[src/rtl/envelope_vca_pkg.sv]
// envelope_vca_pkg: shared widths, sample/register types and envelope FSM states for the voice chain.
package envelope_vca_pkg;
  localparam int SYS_CLK_FREQ = 48_000_000;
  localparam int REG_DATAWIDTH = 16;
  localparam int BITDEPTH = 16;
  localparam int ENV_W = REG_DATAWIDTH;
  typedef logic [REG_DATAWIDTH-1:0] reg_data_t;
  typedef logic signed [BITDEPTH-1:0] synth_sig;
  typedef logic [ENV_W-1:0] env_t;
  localparam env_t ENV_MAX = '1;
  typedef enum logic [2:0] {IDLE, ATTACK, DECAY, SUSTAIN, RELEASE} env_state_t;
endpackage

[src/rtl/envelope_vca_tick.sv]
// env_tick_gen: clearable prescaler producing a one-cycle tick every CLK_FREQ/ENV_TICK_HZ clocks.
module env_tick_gen #(
  parameter int CLK_FREQ = 48_000_000,
  parameter int ENV_TICK_HZ = 48000
) (
  input  logic clk_in,
  input  logic reset_n,
  input  logic clear,
  output logic tick
);
  localparam int TICK_DIV = CLK_FREQ / ENV_TICK_HZ;
  localparam int CW = $clog2(TICK_DIV);
  localparam logic [CW-1:0] LAST = CW'(TICK_DIV - 1);
  if (TICK_DIV < 2) begin : g_div_check
    $error("env_tick_gen: TICK_DIV must be at least 2");
  end
  logic [CW-1:0] cnt;
  assign tick = !clear && cnt == LAST;
  always_ff @(posedge clk_in or negedge reset_n)
    if (!reset_n) cnt <= '0;
    else cnt <= (clear || tick) ? '0 : cnt + 1'b1;
endmodule

[src/rtl/envelope_vca.sv]
// envelope_vca: gate-driven ADSR envelope with a registered VCA multiply; bypasses combinationally when disabled.
module envelope_vca
  import envelope_vca_pkg::*;
#(
  parameter int CLK_FREQ = SYS_CLK_FREQ,
  parameter int ENV_TICK_HZ = 48000
) (
  input  logic      clk_in,
  input  logic      reset_n,
  input  logic      enable,
  input  logic      gate,
  input  reg_data_t attack_rate,
  input  reg_data_t decay_rate,
  input  reg_data_t sustain_level,
  input  reg_data_t release_rate,
  input  synth_sig  sig_in,
  output synth_sig  sig_out,
  output env_t      env_out,
  output logic      active
);
  env_state_t state, state_n;
  env_t env, env_n;
  synth_sig vca_reg;
  logic gate_reg, tick, rise, fall, att_done, dec_done, rel_done;
  logic [ENV_W:0] sum, dec, rdec;
  logic signed [BITDEPTH+ENV_W:0] prod;
  logic unused_prod_msb;
  env_tick_gen #(.CLK_FREQ(CLK_FREQ), .ENV_TICK_HZ(ENV_TICK_HZ)) u_tick (
    .clk_in (clk_in),
    .reset_n(reset_n),
    .clear  (!enable),
    .tick   (tick)
  );
  assign rise = gate && !gate_reg;
  assign fall = !gate && gate_reg;
  assign sum = {1'b0, env} + {1'b0, attack_rate};
  assign dec = {1'b0, env} - {1'b0, decay_rate};
  assign rdec = {1'b0, env} - {1'b0, release_rate};
  // A zero rate means "finish this phase on the next tick", so it counts as reaching the target.
  assign att_done = attack_rate == '0 || sum[ENV_W] || &sum[ENV_W-1:0];
  assign dec_done = decay_rate == '0 || dec[ENV_W] || dec[ENV_W-1:0] <= sustain_level;
  assign rel_done = release_rate == '0 || rdec[ENV_W] || rdec[ENV_W-1:0] == '0;
  assign prod = sig_in * $signed({1'b0, env});
  assign unused_prod_msb = prod[BITDEPTH+ENV_W];
  assign sig_out = enable ? vca_reg : sig_in;
  assign env_out = env;
  always_comb begin
    state_n = state;
    env_n = env;
    if (!enable) begin
      state_n = IDLE;
      env_n = '0;
    end else if (rise) begin
      state_n = ATTACK;
    end else if (fall) begin
      state_n = (state == ATTACK || state == DECAY || state == SUSTAIN) ? RELEASE : state;
    end else if (tick) begin
      case (state)
        ATTACK: begin
          env_n = att_done ? ENV_MAX : sum[ENV_W-1:0];
          state_n = att_done ? DECAY : ATTACK;
        end
        DECAY: begin
          env_n = dec_done ? sustain_level : dec[ENV_W-1:0];
          state_n = dec_done ? SUSTAIN : DECAY;
        end
        SUSTAIN: env_n = sustain_level;
        RELEASE: begin
          env_n = rel_done ? '0 : rdec[ENV_W-1:0];
          state_n = rel_done ? IDLE : RELEASE;
        end
        default: env_n = '0;
      endcase
    end
  end
  always_ff @(posedge clk_in or negedge reset_n)
    if (!reset_n) begin
      state <= IDLE;
      env <= '0;
      gate_reg <= 1'b0;
      active <= 1'b0;
      vca_reg <= '0;
    end else begin
      state <= state_n;
      env <= env_n;
      gate_reg <= enable && gate;
      active <= state_n != IDLE;
      vca_reg <= enable ? prod[ENV_W +: BITDEPTH] : '0;
    end
endmodule

[config.mk]
export PLATFORM = sky130hd
export DESIGN_NAME = envelope_vca
export DESIGN_NICKNAME = d
export VERILOG_FILES = /design/src/rtl/envelope_vca_pkg.sv /design/src/rtl/envelope_vca_tick.sv /design/src/rtl/envelope_vca.sv
export SDC_FILE = /design/constraint.sdc
export NUM_CORES = 1
export LEC_CHECK = 0
export ABC_AREA = 0
export ABC_CLOCK_PERIOD_IN_PS = 13400
export CAP_MARGIN = 0
export CORE_ASPECT_RATIO = 0.6
export CORE_MARGIN = 4
export CORE_UTILIZATION = 65
export DETAILED_ROUTE_END_ITERATION = 8
export GPL_TIMING_DRIVEN = 0
export PLACE_DENSITY = 0.95
export SLEW_MARGIN = 10
export SYNTH_ARGS = -nofsm -noshare
export SYNTH_HDL_FRONTEND = slang
export SYNTH_HIERARCHICAL = 1
export SYNTH_SLANG_ARGS = --single-unit
export TNS_END_PERCENT = 10
[constraint.sdc]
create_clock -name clk_in -period 13.4 [get_ports clk_in]
set_input_delay 2.68 -clock clk_in [delete_from_list [all_inputs] [get_ports clk_in]]
set_output_delay 2.68 -clock clk_in [all_outputs]
set_load 0.01 [all_outputs]
* Word-level counts from Yosys, hierarchy flattened
Cells that the tools add are included.
Widths: inputs -> output; s select.
** Operators by class
- Add/sub/neg operators :: 4
- Multiply operators :: 1
- $lt $le $gt $ge :: 1
- Equal/unequal tests :: 8
- Multiplexer cells :: 20
- Reduce and logical (&&, ||, !) cells :: 23
** Operators by type and width (count)
- $mux 16 :: 9
- $logic_not 16->1 :: 4
- $pmux 16 s4 :: 1
- $sub 16x16->17 :: 2
- $mul 16x17->32 :: 1
- $mux 3 :: 6
- $add 16x16->17 :: 1
- $le 16x16->1 :: 1
- $reduce_and 16->1 :: 1
- $add 10x1->10 const B :: 1
- $eq 10x10->1 const B :: 1
- $mux 10 :: 1
- $logic_or 1x1->1 :: 9
- $pmux 3 s3 :: 1
- $eq 3x2->1 const B :: 2
- $logic_and 1x1->1 :: 4
- $ne 2x2->1 const B :: 2
- $eq 3x1->1 const B :: 1
- $eq 3x3->1 const B :: 1
- $logic_not 1->1 :: 3
- $reduce_and 3->1 :: 1
- $reduce_bool 3->1 :: 1
- $mux 2 :: 1
- $ne 2x1->1 const B :: 1
- $mux 1 :: 1
** Storage, ports and cells
- Register bits :: 47
- Output and inout bits :: 33
- Logic and storage cells :: 63

* Depth between registers and ports, before layout
Gate-level depths: netlist of run 1.
- Depth after elaboration :: 10
- Depth in mapped cells :: 24
- Mapped depth without buffers :: 22

* By module
The synthesis of run 1 kept the hierarchy.
** By module, submodules not included
- envelope_vca :: times used 1, cells an instance 1541, area an instance 13095.1 um2
- env_tick_gen :: times used 1, cells an instance 52, area an instance 533.0 um2

* Least setup slack after synthesis of run 1
No wires, ideal clock.
- Kind :: input port to flip-flop
- Start :: in sig_in[9]
- End :: reg vca_reg[15]
- Setup time :: 125 ps
- Data arrival time :: 8177 ps
- Required time :: 13275 ps
- Setup slack :: 5099 ps
- Stages :: 23
- Path buffers :: 2
- Cell sequence :: clkbuf_1 > clkbuf_1 > nand2_1 > fa_1 > inv_1 > fa_1 > inv_1 > fa_1 > inv_1 > fa_1 > fa_1 > inv_1 > fa_1 > inv_1 > ha_1 > and3_1 > a22oi_1 > nand3_1 > nand3_1 > nand3b_1 > a311oi_1 > o21bai_1 > mux2_2
** On the way
- Longest elaborated chain between the ends :: 2
** RTL lines
- start: declaration :: RTL line envelope_vca.sv:16 : input synth_sig sig_in,
- $mul 16x17->32 :: RTL line envelope_vca.sv:43 : assign prod = sig_in * $signed({1'b0, env});
- $mux 16 :: RTL line envelope_vca.sv:88 : vca_reg <= enable ? prod[ENV_W +: BITDEPTH] : '0;
- end signal: assignment :: RTL line envelope_vca.sv:88
- end: declaration :: RTL line envelope_vca.sv:23 : synth_sig vca_reg;
Every way passes these cells.
A chain may end at the register's enable or synchronous reset.

* Worst setup path in the final report of run 1
- Start :: in sig_in[7]
- End :: reg vca_reg[15]
Same word-level chain as after synthesis.

==> results.txt, run 1 <==
Max-slew violations: 0
Part of the Yosys area used for sequential elements: 0.0863
Critical Path Source Type: primary input
Critical Path Most Common Cell: sky130_fd_sc_hd__fa_1
Final worst path period share: 0.733
Crit path capture type: flop
Placement Cell Area: 15,100 um2
DIE AREA: 23,400 um2
Worst rel slew slack: 0.0874
Total half-perimeter wirelength after legalization and detailed placement: 35.5 mm
Area added between synthesis and finish: 12.2%
Number of sinks handled by clock tree synthesis: 47
Number of ports placed on the die boundary: 117
Share of synthesized registers carrying an async set or reset: 1.00
Non-filler instance count after layout: 1,988
Clock tree from TritonCTS: yes
Setup repair after global routing missed its margin: no
Buffer cell driving the clock tree root: sky130_fd_sc_hd__clkbuf_16
Number of buffers created by CTS: 5
First-pass GRT wire length: 67.9 mm
Crit-path slowest cell: sky130_fd_sc_hd__clkdlybuf4s50_1
Initial Util: 0.671
Worst IR drop on VDD: 0.0000474 V
Mean Syn Cell Area: 8.55 um2
Final wirelength: 43.5 mm
Via count of the first global-routing pass: 13,000
Initial antenna violation count: 2
Kind of path behind the tightest hold check: reg2reg
Mapped Nets: 2,052
RD Place Congestion: 1.03
Actual transition at the worst max-transition pin: 1.36 ns
Series of cell instances along the critical path: clkdlybuf4s50_1 -> clkbuf_1 -> nand2_1 -> fa_1 -> inv_1 -> fa_1 -> fa_1 -> fa_1 -> fa_1 -> inv_1 -> fa_1 -> inv_1 -> ha_1 -> and3_1 -> a22oi_1 -> nand3_1 -> nand3_1 -> nand3b_1 -> a311oi_1 -> o21bai_1 -> mux2_2
Primary flip-flop cell chosen by synthesis mapping: sky130_fd_sc_hd__dfrtp_1
Total track usage: 0.371
Power density over cell area: 31.2 nW/um2
Number of remaining DRC errors: 0
First-pass iteration count of the detailed router: 8
Post-synthesis instance total: 1,593
Vias per cell: 6.28
Run status: completed
Total vias in the final route: 12,500
Post-route cell area: 15,300 um2
Maximum clock rate: 102 MHz
WP data arrival: 10.03 ns
Worst Skew: 0.00620 ns
First-iteration detailed-routing DRC count: 1,353
Number of levels the H-tree was split into: 2
Maximum root-to-sink buffer count: 2
Clock latency on the worst-skew pair: 0.32 ns
Number of enable flip-flop cells after synthesis: 0
Placement row count: 40
Max capacitance violation total: 0
Critical Path RT: 13.61 ns
Total of hold buffers inserted after clock tree synthesis: 0
Count of port buffers added during placement: 113
Number of nets in the finished design: 2,173
CTS clock-pin slew for the worst setup and hold paths: 0.08 ns
Post-CTS Setup Repair Bufs: 0
Remaining global-route overflow: 0
Yosys warning count: 6
Core Area: 20,300 um2
Synthesized area: 13,600 um2
Ratio of cells with drive above 1 in the final layout: 0.0280
Worst stage delay on the critical path: 0.79 ns
Seq cells post-synth: 47
Total negative slack for setup checks: 0 ns
Routed wire per std cell: 21.9 um
Count of antenna-violating nets left after detailed routing: 0
Horizontal extent of the die: 195 um
Pleak: 0.00757 uW
Final setup violation count: 0
Top fanout value on the critical path: 10
Number of cells upsized or downsized after cts: 0
Height of the chip: 120 um
Pin count of the biggest net entering global routing: 35
DP Cell Count: 1,980
Count of inserted antenna diode cells: 0
Crit path time final: 9.83 ns
WS Path Type: in2reg
Post-synth cell types: 75
Hold Fails Final Rpt: 0
==> worst max-delay path: cells and delay by family <==
kind,cells,cell delay (ns)
AND/OR/NAND/NOR,5,1.08
multiplexers,1,0.29
AO/OA/AOI/OAI,3,1.04
buffers and inverters,5,1.55
adder cells (fa/ha/maj),7,3.38
==> Yosys cell counts, types with 3 or more instances <==
cell	n	area, um2
sky130_fd_sc_hd__a41oi_1	4	35.0
sky130_fd_sc_hd__xnor2_1	36	315
sky130_fd_sc_hd__a21boi_0	8	60.1
sky130_fd_sc_hd__mux2i_1	3	30.0
sky130_fd_sc_hd__o21ai_0	43	215
sky130_fd_sc_hd__and2_1	120	751
sky130_fd_sc_hd__a211oi_1	13	97.6
sky130_fd_sc_hd__nor3_1	15	75.1
sky130_fd_sc_hd__o21ai_1	4	20.0
sky130_fd_sc_hd__ha_1	179	2240
sky130_fd_sc_hd__or3_1	8	50.1
sky130_fd_sc_hd__clkbuf_1	45	169
sky130_fd_sc_hd__and4_1	3	26.3
sky130_fd_sc_hd__and3_1	13	81.3
sky130_fd_sc_hd__a311o_1	3	30.0
sky130_fd_sc_hd__a31oi_1	4	25.0
sky130_fd_sc_hd__nor4_1	15	93.8
sky130_fd_sc_hd__o211ai_1	7	52.6
sky130_fd_sc_hd__o21bai_1	7	52.6
sky130_fd_sc_hd__mux2_2	16	180
sky130_fd_sc_hd__a221oi_1	6	52.6
sky130_fd_sc_hd__o21a_1	17	128
sky130_fd_sc_hd__or2_2	3	18.8
sky130_fd_sc_hd__nor2_1	76	285
sky130_fd_sc_hd__o31a_1	7	61.3
sky130_fd_sc_hd__a21oi_1	59	295
sky130_fd_sc_hd__nand2b_1	18	113
sky130_fd_sc_hd__a222oi_1	9	90.1
sky130_fd_sc_hd__dfrtp_1	47	1180
sky130_fd_sc_hd__o221a_2	3	33.8
sky130_fd_sc_hd__a22oi_1	9	67.6
sky130_fd_sc_hd__inv_1	304	1140
sky130_fd_sc_hd__nand3_1	26	130
sky130_fd_sc_hd__fa_1	196	3920
sky130_fd_sc_hd__xor2_1	17	149
sky130_fd_sc_hd__nand2_1	165	619
sky130_fd_sc_hd__nor2b_1	9	56.3
sky130_fd_sc_hd__a21o_1	13	97.6
sky130_fd_sc_hd__nand4_1	12	75.1
==> cells by family (layout without fill, tap and decap cells) <==
logic type                 count (synthesis)  after routing  synth area share
and+or+nand+nor                          498            498             0.185
adders and majority gates                375            375             0.452
buffers and inverters                    352            474            0.0976
AOI/OAI and AO/OA                        249            249             0.129
xor gates and xnor gates                  53             53            0.0341
DFF                                       47             47            0.0863
muxes                                     19             19            0.0154
==> cell usage in the layout (no fill, tap or decap), drive strengths merged, types with 36 or more instances in the layout <==
cell	synthesis	layout
nor2	77	77
a21oi	60	60
clkdlybuf4s50	0	112
dfrtp	47	47
clkbuf	45	50
nand2	165	165
inv	304	305
fa	196	196
ha	179	179
xnor2	36	36
and2	120	120
o21ai	48	48
==> layer usage <==
layer / vias up / routed length [um] / track usage
met5: - / 54 / 0
met4: 4 / 1870 / 0.133
met3: 199 / 6920 / 0.157
met2: 911 / 18000 / 0.547
met1: 5922 / 16600 / 0.491
li1: 5458 / - / -
==> path summary, 6_finish.rpt <==
check / to / depth (start not counted) / slack [ns] / startpoint
max in group asynchronous: env_out[8] / 2 / 10.58 / reset_n
worst max-delay path: vca_reg[15] / 21 / 3.57 / sig_in[7]
worst min register to register: u_tick/cnt[0] / 1 / 0.52 / u_tick/cnt[0]
min in group asynchronous: u_tick/cnt[0] / 1 / 2.27 / reset_n
worst max register to register: vca_reg[15] / 21 / 5.86 / env_out[12]
worst min-delay path: u_tick/cnt[0] / 1 / 0.52 / u_tick/cnt[0]
==> area by class of cell <==
cell class	instances	area, um2
buffer	47	185
clock buffer	5	125
clock inverter	3	46.3
fill	1486	5030
inverter	305	1140
multi-input combinational	1194	11100
sequential	47	1180
tap	273	342
timing repair buffer	114	1150
==> power breakdown <==
part           internal [uW]  switching (uW)
logic                   71.6            94.3
clock network           89.2            71.3
registers                146            3.55
==> stage by stage <==
| step | util | hold WS (ns) | worst slack [ns] | total power, uW |
|---|---|---|---|---|
| final | 0.752 | 0.516 | 3.57 | 476 |
| after global routing | 0.752 | 0.536 | 3.29 | 493 |
| after CTS | 0.752 | 0.523 | 3.78 | 471 |
| after detailed placement | 0.744 | 0.513 | 3.46 | 312 |
| after global placement | 0.743 | 0.495 | 3.63 | 305 |
| after floorplan | - | 0.471 | 5.10 | 236 |
Note: power is estimated with default switching activity, not from simulation.
==> run 2: changes to the inputs <==
--- a/config.mk
+++ b/config.mk
@@ -6,14 +6,14 @@
 export NUM_CORES = 1
 export LEC_CHECK = 0
 export ABC_AREA = 0
-export ABC_CLOCK_PERIOD_IN_PS = 13400
+export ABC_CLOCK_PERIOD_IN_PS = 9350
 export CAP_MARGIN = 0
 export CORE_ASPECT_RATIO = 0.6
 export CORE_MARGIN = 4
-export CORE_UTILIZATION = 65
+export CORE_UTILIZATION = 61
 export DETAILED_ROUTE_END_ITERATION = 8
 export GPL_TIMING_DRIVEN = 0
-export PLACE_DENSITY = 0.95
+export PLACE_DENSITY = 0.91
 export SLEW_MARGIN = 10
 export SYNTH_ARGS = -nofsm -noshare
 export SYNTH_HDL_FRONTEND = slang
==> constraint.sdc (replaced) <==
create_clock -name clk_in -period 9.35 [get_ports clk_in]
set_input_delay 1.87 -clock clk_in [delete_from_list [all_inputs] [get_ports clk_in]]
set_output_delay 1.87 -clock clk_in [all_outputs]
set_load 0.01 [all_outputs]
==> run 2 against run 1 <==
Critical path depth increased by 2. Design area increased by 0.16%. Sequential power increased by 43%. Critical path type unchanged. Total power increased by 45%. Sequential share of layout area about the same. Worst setup slack got worse by 3.1 ns. Via count decreased by 1.1%. First-iteration DRC count decreased by 12%. Utilization decreased by 5.7 points. Non-clock buffer count unchanged.
==> results.txt, run 2 (synthesis gave the netlist of run 1 again) <==
Kind of path behind the tightest hold check: reg2reg
Switching Share: 0.351
Total of hold buffers inserted after clock tree synthesis: 0
Clock latency on the worst-skew pair: 0.32 ns
Count of port buffers added during placement: 113
Number of cells upsized or downsized after cts: 0
Multi-input gate area in the final layout: 11,100 um2
Power density over cell area: 45.0 nW/um2
Final-layout fill cell count: 1,728
Height of the chip: 124 um
Number of levels the H-tree was split into: 2
Pint: 448 uW
Buffer cell driving the clock tree root: sky130_fd_sc_hd__clkbuf_16
Critical Path Most Common Cell: sky130_fd_sc_hd__fa_1
Hold Fails Final Rpt: 0
Final worst path period share: 0.951
Worst rel slew slack: 0.192
Count of antenna-violating nets left after detailed routing: 0
Critical Path RT: 9.56 ns
Setup repair after global routing missed its margin: no
Final wirelength: 42.6 mm
Post-route cell area: 15,300 um2
Routed wire per std cell: 21.3 um
Initial antenna violation count: 0
Comb power frac: 0.343
CP Buf/Inv Count: 7
Total half-perimeter wirelength after legalization and detailed placement: 34.2 mm
Remaining global-route overflow: 0
Highest-count cells in the layout ignoring fill and taps: sky130_fd_sc_hd__inv_1, sky130_fd_sc_hd__fa_1, sky130_fd_sc_hd__ha_1
Maximum root-to-sink buffer count: 2
Pleak: 0.00758 uW
Crit path capture type: flop
Max capacitance violation total: 0
Number of nets in the finished design: 2,173
Placement row count: 42
Placement Cell Area: 15,100 um2
Total track usage: 0.349
First-iteration detailed-routing DRC count: 1,184
Clock tree from TritonCTS: yes
Maximum clock rate: 112 MHz
First-pass iteration count of the detailed router: 6
Critical Path Source Type: primary input
Number of sinks handled by clock tree synthesis: 47
Worst stage delay on the critical path: 0.81 ns
Area added between synthesis and finish: 12.4%
Total net switching power: 242 uW
RD Place Congestion: 1.02
CTS clock-pin slew for the worst setup and hold paths: 0.08 ns
Number of remaining DRC errors: 0
Commonest non-fill, non-tap cell in the layout: sky130_fd_sc_hd__inv_1
Footprint of the flip-flops and latches: 1180 um2
DIE AREA: 24,900 um2
Number of buffers created by CTS: 5
Post-CTS Setup Repair Bufs: 0
Ratio of cells with drive above 1 in the final layout: 0.0280
Final setup violation count: 0
Number of ports placed on the die boundary: 117
Clock network fraction of design power: 0.346
Series of cell instances along the critical path: clkdlybuf4s50_1 -> clkbuf_1 -> nand2_1 -> fa_1 -> inv_1 -> fa_1 -> inv_1 -> fa_1 -> inv_1 -> fa_1 -> fa_1 -> inv_1 -> fa_1 -> inv_1 -> ha_1 -> and3_1 -> a22oi_1 -> nand3_1 -> nand3_1 -> nand3b_1 -> a311oi_1 -> o21bai_1 -> mux2_2
Run status: completed
Core Area: 22,000 um2
Crit path time final: 8.89 ns
Vias per cell: 6.17
Total negative slack for setup checks: 0 ns
WP data arrival: 9.10 ns
Max-slew violations: 0
Worst Skew: 0.00908 ns
Part of the total power dissipated in sequential elements: 0.311
Total vias in the final route: 12,400
Via count of the first global-routing pass: 12,400
Pin count of the biggest net entering global routing: 35
WS Path Type: in2reg
Worst IR drop on VDD: 0.0000645 V
Initial Util: 0.619
Largest delay share family, worst path: adder cells
Horizontal extent of the die: 201 um
First-pass GRT wire length: 67.6 mm
Top fanout value on the critical path: 10
Crit-path slowest cell: sky130_fd_sc_hd__clkdlybuf4s50_1
Actual transition at the worst max-transition pin: 1.20 ns
==> run 2: cell count changes in the layout (fill, tap and decap cells not counted) <==
cell	delta
sky130_fd_sc_hd__clkbuf_8	+1
sky130_fd_sc_hd__diode_2	+1
sky130_fd_sc_hd__clkinvlp_4	-1
==> run 2: power groups by stage <==
stage                     Clock, uW  Combinational [uW]  Sequential [uW]
final                           238                 237              215
after global routing            244                 255              215
after CTS                       238                 230              215
after detailed placement          0                 227              219
after global placement            0                 220              218
after floorplan                   0                 120              217
==> run 2: per-layer routing <==
| layer | share of wire | vias up | routed length, um | GRT usage |
|---|---|---|---|---|
| met5 | 0 | - | 0 | 0 |
| met2 | 0.42 | 740 | 17700 | 0.524 |
| met3 | 0.13 | 143 | 5480 | 0.113 |
| li1 | - | 5460 | - | - |
| met1 | 0.42 | 6016 | 18000 | 0.486 |
| met4 | 0.033 | 0 | 1420 | 0.107 |
==> run 2: final timing paths <==
path	startpoint	to	slack [ns]	cells after the start
worst max-delay path	sig_in[8]	vca_reg[15]	0.46	23
worst min-delay path	u_tick/cnt[0]	u_tick/cnt[0]	0.51	1
worst max register to register	env_out[10]	vca_reg[15]	1.72	21
worst min register to register	u_tick/cnt[0]	u_tick/cnt[0]	0.51	1
max in group asynchronous	reset_n	env_out[5]	7.32	2
min in group asynchronous	reset_n	u_tick/cnt[5]	1.48	1
==> run 2: through the flow <==
| step | utilization | worst slack, ns | hold slack [ns] | std cells | total power [uW] |
|---|---|---|---|---|---|
| final | 0.695 | 0.458 | 0.508 | 2002 | 690 |
| after global routing | 0.695 | 0.117 | 0.536 | 2001 | 714 |
| after CTS | 0.695 | 0.572 | 0.509 | 2001 | 682 |
| after detailed placement | 0.687 | 0.250 | 0.499 | 1993 | 445 |
| after global placement | 0.687 | 0.373 | 0.495 | 1992 | 438 |
| after floorplan | - | 1.86 | 0.471 | 1593 | 338 |
==> run 2: cell type report <==
type	count	share of cell area
Inverter	305	0.0748
Timing Repair Buffer	114	0.0748
Tap cell	286	0.0234
Clock inverter	2	0.00253
Sequential cell	47	0.0768
Buffer	47	0.0121
Clock buffer	6	0.00907
Multi-Input combinational cell	1194	0.726
Antenna cell	1	0.000163
==> run 3: changes to the inputs <==
--- a/config.mk
+++ b/config.mk
@@ -5,7 +5,6 @@
 export SDC_FILE = /design/constraint.sdc
 export NUM_CORES = 1
 export LEC_CHECK = 0
-export ABC_AREA = 0
 export ABC_CLOCK_PERIOD_IN_PS = 9350
 export CAP_MARGIN = 0
 export CORE_ASPECT_RATIO = 0.6
@@ -13,7 +12,7 @@
 export CORE_UTILIZATION = 61
 export DETAILED_ROUTE_END_ITERATION = 8
 export GPL_TIMING_DRIVEN = 0
-export PLACE_DENSITY = 0.91
+export PLACE_DENSITY_LB_ADDON = 0.25
 export SLEW_MARGIN = 10
 export SYNTH_ARGS = -nofsm -noshare
 export SYNTH_HDL_FRONTEND = slang
==> run 3 against run 2 <==
Design area hardly changed. Largest power group is now combinational logic. Largest cell class unchanged. Register-to-register slack hardly changed. Hold slack hardly changed. Die area stayed put. Total power is 0.46% lower. Clock-buffer cell count stayed put. Worst setup slack worse by 0.099 ns. Maximum frequency is 1.1% lower. Global-route usage is 0.11 points lower. Highest routed layer unchanged. Clock skew is 0.0038 ns lower. Cell count hardly changed. Routed wire length is 0.75% lower.
==> results.txt, run 3 (synthesis gave the netlist of run 1 again) <==
Run status: completed
CP Buf/Inv Count: 6
Total vias in the final route: 12,100
Ratio of cells with drive above 1 in the final layout: 0.0280
DP Cell Count: 1,993
Initial antenna violation count: 1
Actual transition at the worst max-transition pin: 1.25 ns
Critical Path Source Type: primary input
Initial Util: 0.619
Crit path time final: 8.99 ns
Worst Reg2Reg Path Length in Cells: 21
Area added between synthesis and finish: 12.3%
Worst IR drop on VDD: 0.0000682 V
Count of port buffers added during placement: 113
Max capacitance violation total: 0
Total half-perimeter wirelength after legalization and detailed placement: 34.5 mm
Final setup violation count: 0
Buffer cell driving the clock tree root: sky130_fd_sc_hd__clkbuf_16
Worst stage delay on the critical path: 0.70 ns
WP data arrival: 9.19 ns
Number of ports placed on the die boundary: 117
Kind of path behind the tightest hold check: reg2reg
Crit path capture type: flop
Top fanout value on the critical path: 10
Count of antenna-violating nets left after detailed routing: 0
Maximum root-to-sink buffer count: 2
CTS clock-pin slew for the worst setup and hold paths: 0.08 ns
Horizontal extent of the die: 201 um
Commonest non-fill, non-tap cell in the layout: sky130_fd_sc_hd__inv_1
Core Area: 22,000 um2
Total track usage: 0.348
Highest-count cells in the layout ignoring fill and taps: sky130_fd_sc_hd__inv_1, sky130_fd_sc_hd__fa_1, sky130_fd_sc_hd__ha_1
Series of cell instances along the critical path: clkdlybuf4s50_1 -> clkbuf_1 -> and2_1 -> fa_1 -> inv_1 -> fa_1 -> fa_1 -> fa_1 -> inv_1 -> fa_1 -> inv_1 -> fa_1 -> inv_1 -> ha_1 -> a21oi_1 -> o21ai_0 -> a22oi_1 -> nand3_1 -> nand3_1 -> nand3b_1 -> a311oi_1 -> o21bai_1 -> mux2_2
First-pass iteration count of the detailed router: 7
Pleak: 0.00758 uW
Critical Path RT: 9.55 ns
Final wirelength: 42.3 mm
Pin count of the biggest net entering global routing: 35
RD Place Congestion: 1.06
Worst Skew: 0.00523 ns
Count of inserted antenna diode cells: 0
Routed wire per std cell: 21.2 um
Via count of the first global-routing pass: 12,000
Crit-path slowest cell: sky130_fd_sc_hd__clkdlybuf4s50_1
Number of levels the H-tree was split into: 2
Maximum clock rate: 111 MHz
Post-CTS Setup Repair Bufs: 0
Vias per cell: 6.05
Remaining global-route overflow: 0
WS Path Type: in2reg
Clock tree from TritonCTS: yes
Non-filler instance count after layout: 2,001
Total of hold buffers inserted after clock tree synthesis: 0
Setup repair after global routing missed its margin: no
DIE AREA: 24,900 um2
Clock latency on the worst-skew pair: 0.31 ns
Height of the chip: 124 um
Worst rel slew slack: 0.158
Number of nets in the finished design: 2,173
Number of cells upsized or downsized after cts: 0
CP Depth: 23
Number of buffers created by CTS: 5
Number of sinks handled by clock tree synthesis: 47
First-pass GRT wire length: 67.0 mm
Critical Path Most Common Cell: sky130_fd_sc_hd__fa_1
Total negative slack for setup checks: 0 ns
Power density over cell area: 44.8 nW/um2
First-iteration detailed-routing DRC count: 1,309
Hold Fails Final Rpt: 0
Final worst path period share: 0.962
Number of remaining DRC errors: 0
Largest delay share family, worst path: adder cells
Max-slew violations: 0
Hold depth: 1
Placement row count: 42
run 3: changes by cell type in the layout (fill, tap and decap cells not counted), sizes merged:
cell	delta
diode	-1
run 3: per-stage QoR:
| step | hold WS (ns) | total power, uW | setup slack, ns | area, um2 | utilization |
|---|---|---|---|---|---|
| finish | 0.508 | 687 | 0.359 | 15300 | 0.695 |
| global route | 0.534 | 715 | 0.0114 | 15300 | 0.695 |
| CTS | 0.507 | 681 | 0.461 | 15300 | 0.695 |
| detailed placement | 0.496 | 447 | 0.138 | 15100 | 0.687 |
| global placement | 0.500 | 441 | 0.236 | 15100 | 0.687 |
| floorplan | 0.471 | 338 | 1.86 | 13600 | - |
run 3: cell type report:
type,instances,area (um2)
timing repair buffer,114,1150
fill,1808,6710
sequential,47,1180
multi-input combinational,1194,11100
clock buffer,6,139
clock inverter,2,38.8
inverter,305,1140
buffer,47,185
tap,286,358
run 3: worst paths after layout:
check,start,end,slack (ns)
worst max register to register,env_out[10],vca_reg[15],1.71
worst min-delay path,u_tick/cnt[0],u_tick/cnt[0],0.51
min in group asynchronous,reset_n,u_tick/cnt[0],1.48
max in group asynchronous,reset_n,env_out[7],7.32
worst max-delay path,sig_in[5],vca_reg[15],0.36
worst min register to register,u_tick/cnt[0],u_tick/cnt[0],0.51
run 3: routing by layer:
metal  up-vias  wire (um)  global-route usage
met5         -          0                   0
met4         0        871              0.0619
met3        79       5400               0.115
met2       651      17000               0.502
met1      5921      19000               0.517
li1       5449          -                   -
run 3: power breakdown:
group / internal, uW / switching [uW] / leakage, uW / total, uW
registers: 210 / 4.97 / 0.000632 / 215
clock network: 135 / 101 / 0.0000875 / 236
logic: 102 / 133 / 0.00686 / 236
run 3: worst reg2reg max path: cells and delay by family, from the launching register on:
kind / cells / cell delay, ns
buffers and inverters: 4 / 0.71
muxes: 1 / 0.28
DFF: 1 / 0.87
AOI/OAI and AO/OA: 5 / 1.43
and+or+nand+nor: 4 / 0.87
adders and majority gates: 7 / 3.38
